[config.mk]
export PLATFORM = sky130hd
export DESIGN_NAME = weighted_symbol_sampler
export DESIGN_NICKNAME = d
export VERILOG_FILES = /design/src/rtl/weighted_symbol_sampler.sv
export SDC_FILE = /design/constraint.sdc
export NUM_CORES = 1
export LEC_CHECK = 0
export CORE_MARGIN = 2
export CORE_UTILIZATION = 25
export CTS_CLUSTER_SIZE = 24
export DETAILED_ROUTE_END_ITERATION = 7
export SETUP_SLACK_MARGIN = 0.3
export SLEW_MARGIN = 25
export SYNTH_ARGS = -nofsm -noshare
export SYNTH_HDL_FRONTEND = slang
export SYNTH_SLANG_ARGS = --single-unit
export TNS_END_PERCENT = 20
[constraint.sdc]
create_clock -name clk -period 6.35 [get_ports clk]
set_input_delay 1.905 -clock clk [delete_from_list [all_inputs] [get_ports clk]]
set_output_delay 1.905 -clock clk [all_outputs]
set_load 0.005 [all_outputs]
[src/rtl/weighted_symbol_sampler.sv]
// weighted_symbol_sampler: streams symbols drawn from a weighted categorical distribution via a rejection-sampled Galois LFSR
module weighted_symbol_sampler #(
    parameter int NUM_CAT = 4,
    parameter int PROB_W = 10,
    parameter int SCALE = 1000,
    parameter int LFSR_W = 32,
    parameter logic [LFSR_W-1:0] LFSR_TAPS = 32'h80200003,
    parameter logic [LFSR_W-1:0] SEED = 32'h1,
    parameter int LEN_W = 16,
    localparam int SYM_W = $clog2(NUM_CAT),
    localparam int RAND_W = $clog2(SCALE),
    localparam int SUM_W = PROB_W + $clog2(NUM_CAT)
) (
    input  logic                      clk,
    input  logic                      reset,
    input  logic                      seed_load,
    input  logic [LFSR_W-1:0]         seed,
    input  logic [NUM_CAT*PROB_W-1:0] probs,
    input  logic [LEN_W-1:0]          seq_len,
    input  logic                      start,
    output logic                      busy,
    output logic                      out_valid,
    input  logic                      out_ready,
    output logic [SYM_W-1:0]          out_sym,
    output logic                      out_last,
    output logic                      done,
    output logic                      err_sum
);
    localparam int CMP_W = SUM_W > RAND_W ? SUM_W : RAND_W;
    typedef enum logic [1:0] {IDLE, CHECK, DRAW, OUT} state_t;
    state_t state, state_d;
    logic [LFSR_W-1:0] lfsr, lfsr_step;
    logic [NUM_CAT*PROB_W-1:0] probs_q;
    logic [LEN_W-1:0] len, count;
    logic [NUM_CAT-1:0][SUM_W-1:0] cum;
    logic [SUM_W-1:0] acc, total;
    logic [CMP_W-1:0] r;
    logic [SYM_W-1:0] pick;
    logic accept, bad;
    assign lfsr_step = lfsr[0] ? (lfsr >> 1) ^ LFSR_TAPS : lfsr >> 1;
    assign total = cum[NUM_CAT-1];
    assign r = CMP_W'(lfsr[RAND_W-1:0]);
    assign accept = r < CMP_W'(total);
    assign bad = total == '0 || 32'(total) > SCALE;
    assign busy = state != IDLE;
    always_comb begin
        acc = '0;
        cum = '0;
        for (int k = 0; k < NUM_CAT; k++) begin
            acc = acc + SUM_W'(probs_q[k*PROB_W +: PROB_W]);
            cum[k] = acc;
        end
    end
    always_comb begin
        pick = '0;
        for (int k = NUM_CAT - 1; k >= 0; k--)
            if (r < CMP_W'(cum[k])) pick = SYM_W'(k);
    end
    always_comb begin
        state_d = state;
        case (state)
            IDLE:  state_d = start && !seed_load ? CHECK : IDLE;
            CHECK: state_d = bad || len == '0 ? IDLE : DRAW;
            DRAW:  state_d = accept ? OUT : DRAW;
            OUT:   state_d = out_ready ? (out_last ? IDLE : DRAW) : OUT;
            default: state_d = IDLE;
        endcase
    end
    always_ff @(posedge clk) begin
        if (reset) state <= IDLE;
        else state <= state_d;
    end
    always_ff @(posedge clk) begin
        if (reset) begin
            lfsr <= SEED;
            count <= '0;
            len <= '0;
            probs_q <= '0;
            out_valid <= 1'b0;
            out_sym <= '0;
            out_last <= 1'b0;
            done <= 1'b0;
            err_sum <= 1'b0;
        end else begin
            done <= 1'b0;
            case (state)
                IDLE: begin
                    if (seed_load) begin
                        lfsr <= seed == '0 ? LFSR_W'(1) : seed;
                    end else if (start) begin
                        probs_q <= probs;
                        len <= seq_len;
                        count <= '0;
                        err_sum <= 1'b0;
                    end
                end
                CHECK: begin
                    done <= bad || len == '0;
                    err_sum <= bad;
                end
                DRAW: begin
                    lfsr <= lfsr_step;
                    if (accept) begin
                        out_valid <= 1'b1;
                        out_sym <= pick;
                        out_last <= count == len - LEN_W'(1);
                    end
                end
                OUT: begin
                    if (out_ready) begin
                        out_valid <= 1'b0;
                        count <= count + LEN_W'(1);
                        if (out_last) begin
                            done <= 1'b1;
                            out_last <= 1'b0;
                        end
                    end
                end
                default: ;
            endcase
        end
    end
endmodule
==> results.toml, run 1 <==
[sta]
fin_setup_tns_ns = 0
worstMarginPinSlew_ns = 0.862
slew_headroom_pct = 42.5
worst_slack_ns = 0.758
rsz0062_at_grt = "no"
setup_viol = 0
fin_crit_sh_pct = 88.1
slew_viol_final = 0
hold_viol = 0
period_needed_ns = 5.59
fmax_mhz = 179
finClkSkew_ns = 0.0122

[clock_network]
clkSinkCount = 112
cts_buffer_depth = 2
h-tree-depth = 3
clk_latency_ns = 0.37
postCtsSetupBuffers = 0
tritoncts = "built"
cts_resized = 0
clk_pin_slew_ns = 0.08
numCtsBuffers = 9
hold_buffers = 0
cts_root_buf = "clkbuf_16"

[routing]
ant_nets = 0
dr.pass1.iters = 5
drc = 0
drt_iter0_drc = 393
wl_per_cell_um = 14.3
routed-via-count = 6449
avgViaCountPerCell = 4.74
wl_um = 19500

[worst_setup_path]
worstReg2RegStart = "probs_q[10]"
cp-start-kind = "flip-flop"
arrival_ns = 5.85
reg2reg_depth = 22
crit_fanout = 6
crit_path_start = "probs_q[10]"
crit_type = "reg2reg"
endpoint_kind = "flip-flop"
worst_ep_required_time_ns = 6.61

[synthesis]
synth-seq-area-share_pct = 31.4
synth_area_leaders = "dfxtp_1, ha_1, nand2_1"
synth_area_per_cell_sq_um = 7.90
synth-async-reset-ratio_pct = 0
ys_seq_elements = 112
synth.top_cell.area_share_pct = 31.4
synth_ff_type = "dfxtp_1"
netlist_instances = 902
synth_top_area_cell = "dfxtp_1"
synth_cell_types = 63
synth_edf_count = 0
ys.warnings.count = 0
syn-num-nets = 1070
syn-cell-area_sq_mm = 0.00713

[floorplanning]
die_h_um = 173
ioPinCount = 100
die_x_um = 173
rows = 61
core-area_sq_mm = 0.0279
start_util_pct = 25.5
die-area_sq_mm = 0.0299

[hold_path]
hp-class = "reg2reg"
hp-start = "lfsr[10]"
hold_path_depth = 2

[run_status]
status = "finished, final reports clean"

[grt]
antenna_found_initial = 1
grt_max_degree = 80
grt_usage_pct = 13.3
grt_overflow = 0
grt_pass1_vias = 6289
grt_pass1_wl_um = 32300

[power_and_ir_drop]
ir_drop_mv = 0.119
leakagePower_nw = 3.37
p_per_area_mw_per_mm2 = 231

[final_layout]
fillCellCount = 3003
syn_to_final_growth_pct = 23.1
final_area_sq_mm = 0.00878
layoutNonFillerInstCount = 1361
postLayoutCoreUtil_pct = 31.4
fin_nets = 1146
num_antenna_cells = 0
layout-drive-gt1-share_pct = 4.88

[placed_design]
numPortBuffers = 99
place_ws_ns = 0.826
placed_area_sq_mm = 0.00848
hpwl_um = 14800
dp.cells = 1345
gp_congestion = 0.840

[run]
cap_violations = 0
## routing by layer
layer  track usage [%]  share of wire (%)  vias to the layer above
met5                 0                  0                        -
met4              4.56                1.9                        0
met3              2.37                4.5                       21
met2              20.3                 43                      146
met1              18.8                 51                     2967
li1                  -                  -                     3315
## cells by family (layout without fill, tap and decap cells)
family / after synthesis / after routing / share of synthesized area, %
AOI/OAI and AO/OA: 246 / 246 / 21.8
buffers and inverters: 87 / 168 / 4.60
adders and majority gates: 75 / 75 / 13.5
and+or+nand+nor: 317 / 317 / 20.4
xor gates and xnor gates: 59 / 59 / 7.25
DFF: 112 / 112 / 31.4
muxes: 6 / 6 / 1.00
## cells in the mapped netlist, drive strengths merged, types with 10 or more instances
library cell  instances
xor2                 28
nand2               169
clkbuf               31
nand4                12
inv                  48
nor2                 56
a21oi               125
dfxtp               112
nor4                 14
a21o                 12
xnor2                31
a211oi               12
and3                 10
ha                   72
nand3                16
o21ai                27
a22oi                29
nand2b               11
## sequential cells by signal (all words and copies together), names as in the netlist, 2 cells and up
| register | cells |
|---|---|
| lfsr | 32 |
| len | 16 |
| count | 16 |
| out_sym | 2 |
| probs_q | 40 |
| state | 2 |
## layout make-up
| type | instances | area [sq um] | share of cell area, % |
|---|---|---|---|
| clock inverter | 7 | 66.3 | 0.756 |
| multi-input combinational | 703 | 4570 | 52.0 |
| tap | 378 | 473 | 5.39 |
| inverter | 48 | 180 | 2.05 |
| sequential | 112 | 2240 | 25.5 |
| clock buffer | 9 | 225 | 2.57 |
| timing repair buffer | 104 | 1020 | 11.7 |
## layout by cell type, fill, tap and decap left out, drive strengths merged, types with 4 or more instances in the layout
| cell type | netlist | final |
|---|---|---|
| ha | 72 | 72 |
| and3 | 10 | 10 |
| nor4 | 14 | 14 |
| nor2b | 6 | 6 |
| xnor2 | 31 | 31 |
| a22oi | 29 | 29 |
| nor2 | 56 | 56 |
| xor2 | 28 | 28 |
| inv | 48 | 50 |
| a211oi | 12 | 12 |
| a21o | 12 | 12 |
| nand2b | 11 | 11 |
| nand4 | 12 | 12 |
| nand3b | 4 | 4 |
| clkdlybuf4s50 | 0 | 98 |
| o2bb2ai | 4 | 4 |
| clkbuf | 31 | 9 |
| buf | 8 | 6 |
| o21ai | 27 | 27 |
| dfxtp | 112 | 112 |
| nand2 | 169 | 169 |
| o211ai | 4 | 4 |
| nor3 | 6 | 6 |
| a21oi | 125 | 125 |
| a31oi | 5 | 5 |
| nand3 | 16 | 16 |
| o21a | 5 | 5 |
## stage by stage
step	hold slack, ns	power (W)
5_1_grt	0.481	0.00217
3_5_place_dp	0.446	0.00147
3_3_place_gp	0.441	0.00146
4_1_cts	0.457	0.00205
2_1_floorplan	0.436	0.00126
6_report	0.458	0.00203
## worst paths after layout
path | slack [ns] | endpoint
setup / recovery | 0.76 | out_sym[0]
hold reg to reg | 0.46 | lfsr[10]
setup reg to reg | 0.76 | out_sym[0]
hold / removal | 0.46 | lfsr[10]
## critical path, stage by stage, from the launching register on
cell	delay, ns
dfxtp_1	0.32
ha_1	0.23
fa_1	0.41
a21o_1	0.21
a21oi_1	0.19
xnor2_1	0.26
ha_1	0.34
a21oi_1	0.14
nand2_1	0.06
a31oi_1	0.26
o21ai_0	0.17
xor2_1	0.26
ha_1	0.35
a211oi_1	0.43
a21oi_1	0.14
xor2_1	0.25
inv_1	0.07
ha_1	0.20
or3_1	0.31
a221oi_1	0.21
o2bb2ai_1	0.22
o31ai_4	0.13
mux2_4	0.31
## power breakdown
part           leakage (nW)  switching (W)  internal [W]
combinational          2.32       0.000356      0.000291
clock                 0.135       0.000299      0.000275
sequential            0.914      0.0000580      0.000753
No activity file was read; power rests on OpenSTA's default activity.
==> inputs of run 2 (changes only) <==
Settings changed: CTS_BUF_LIST set to sky130_fd_sc_hd__clkbuf_16.
==> results of run 2 <==
Same layout as run 1: the final DEF is identical, and so are final timing and power.
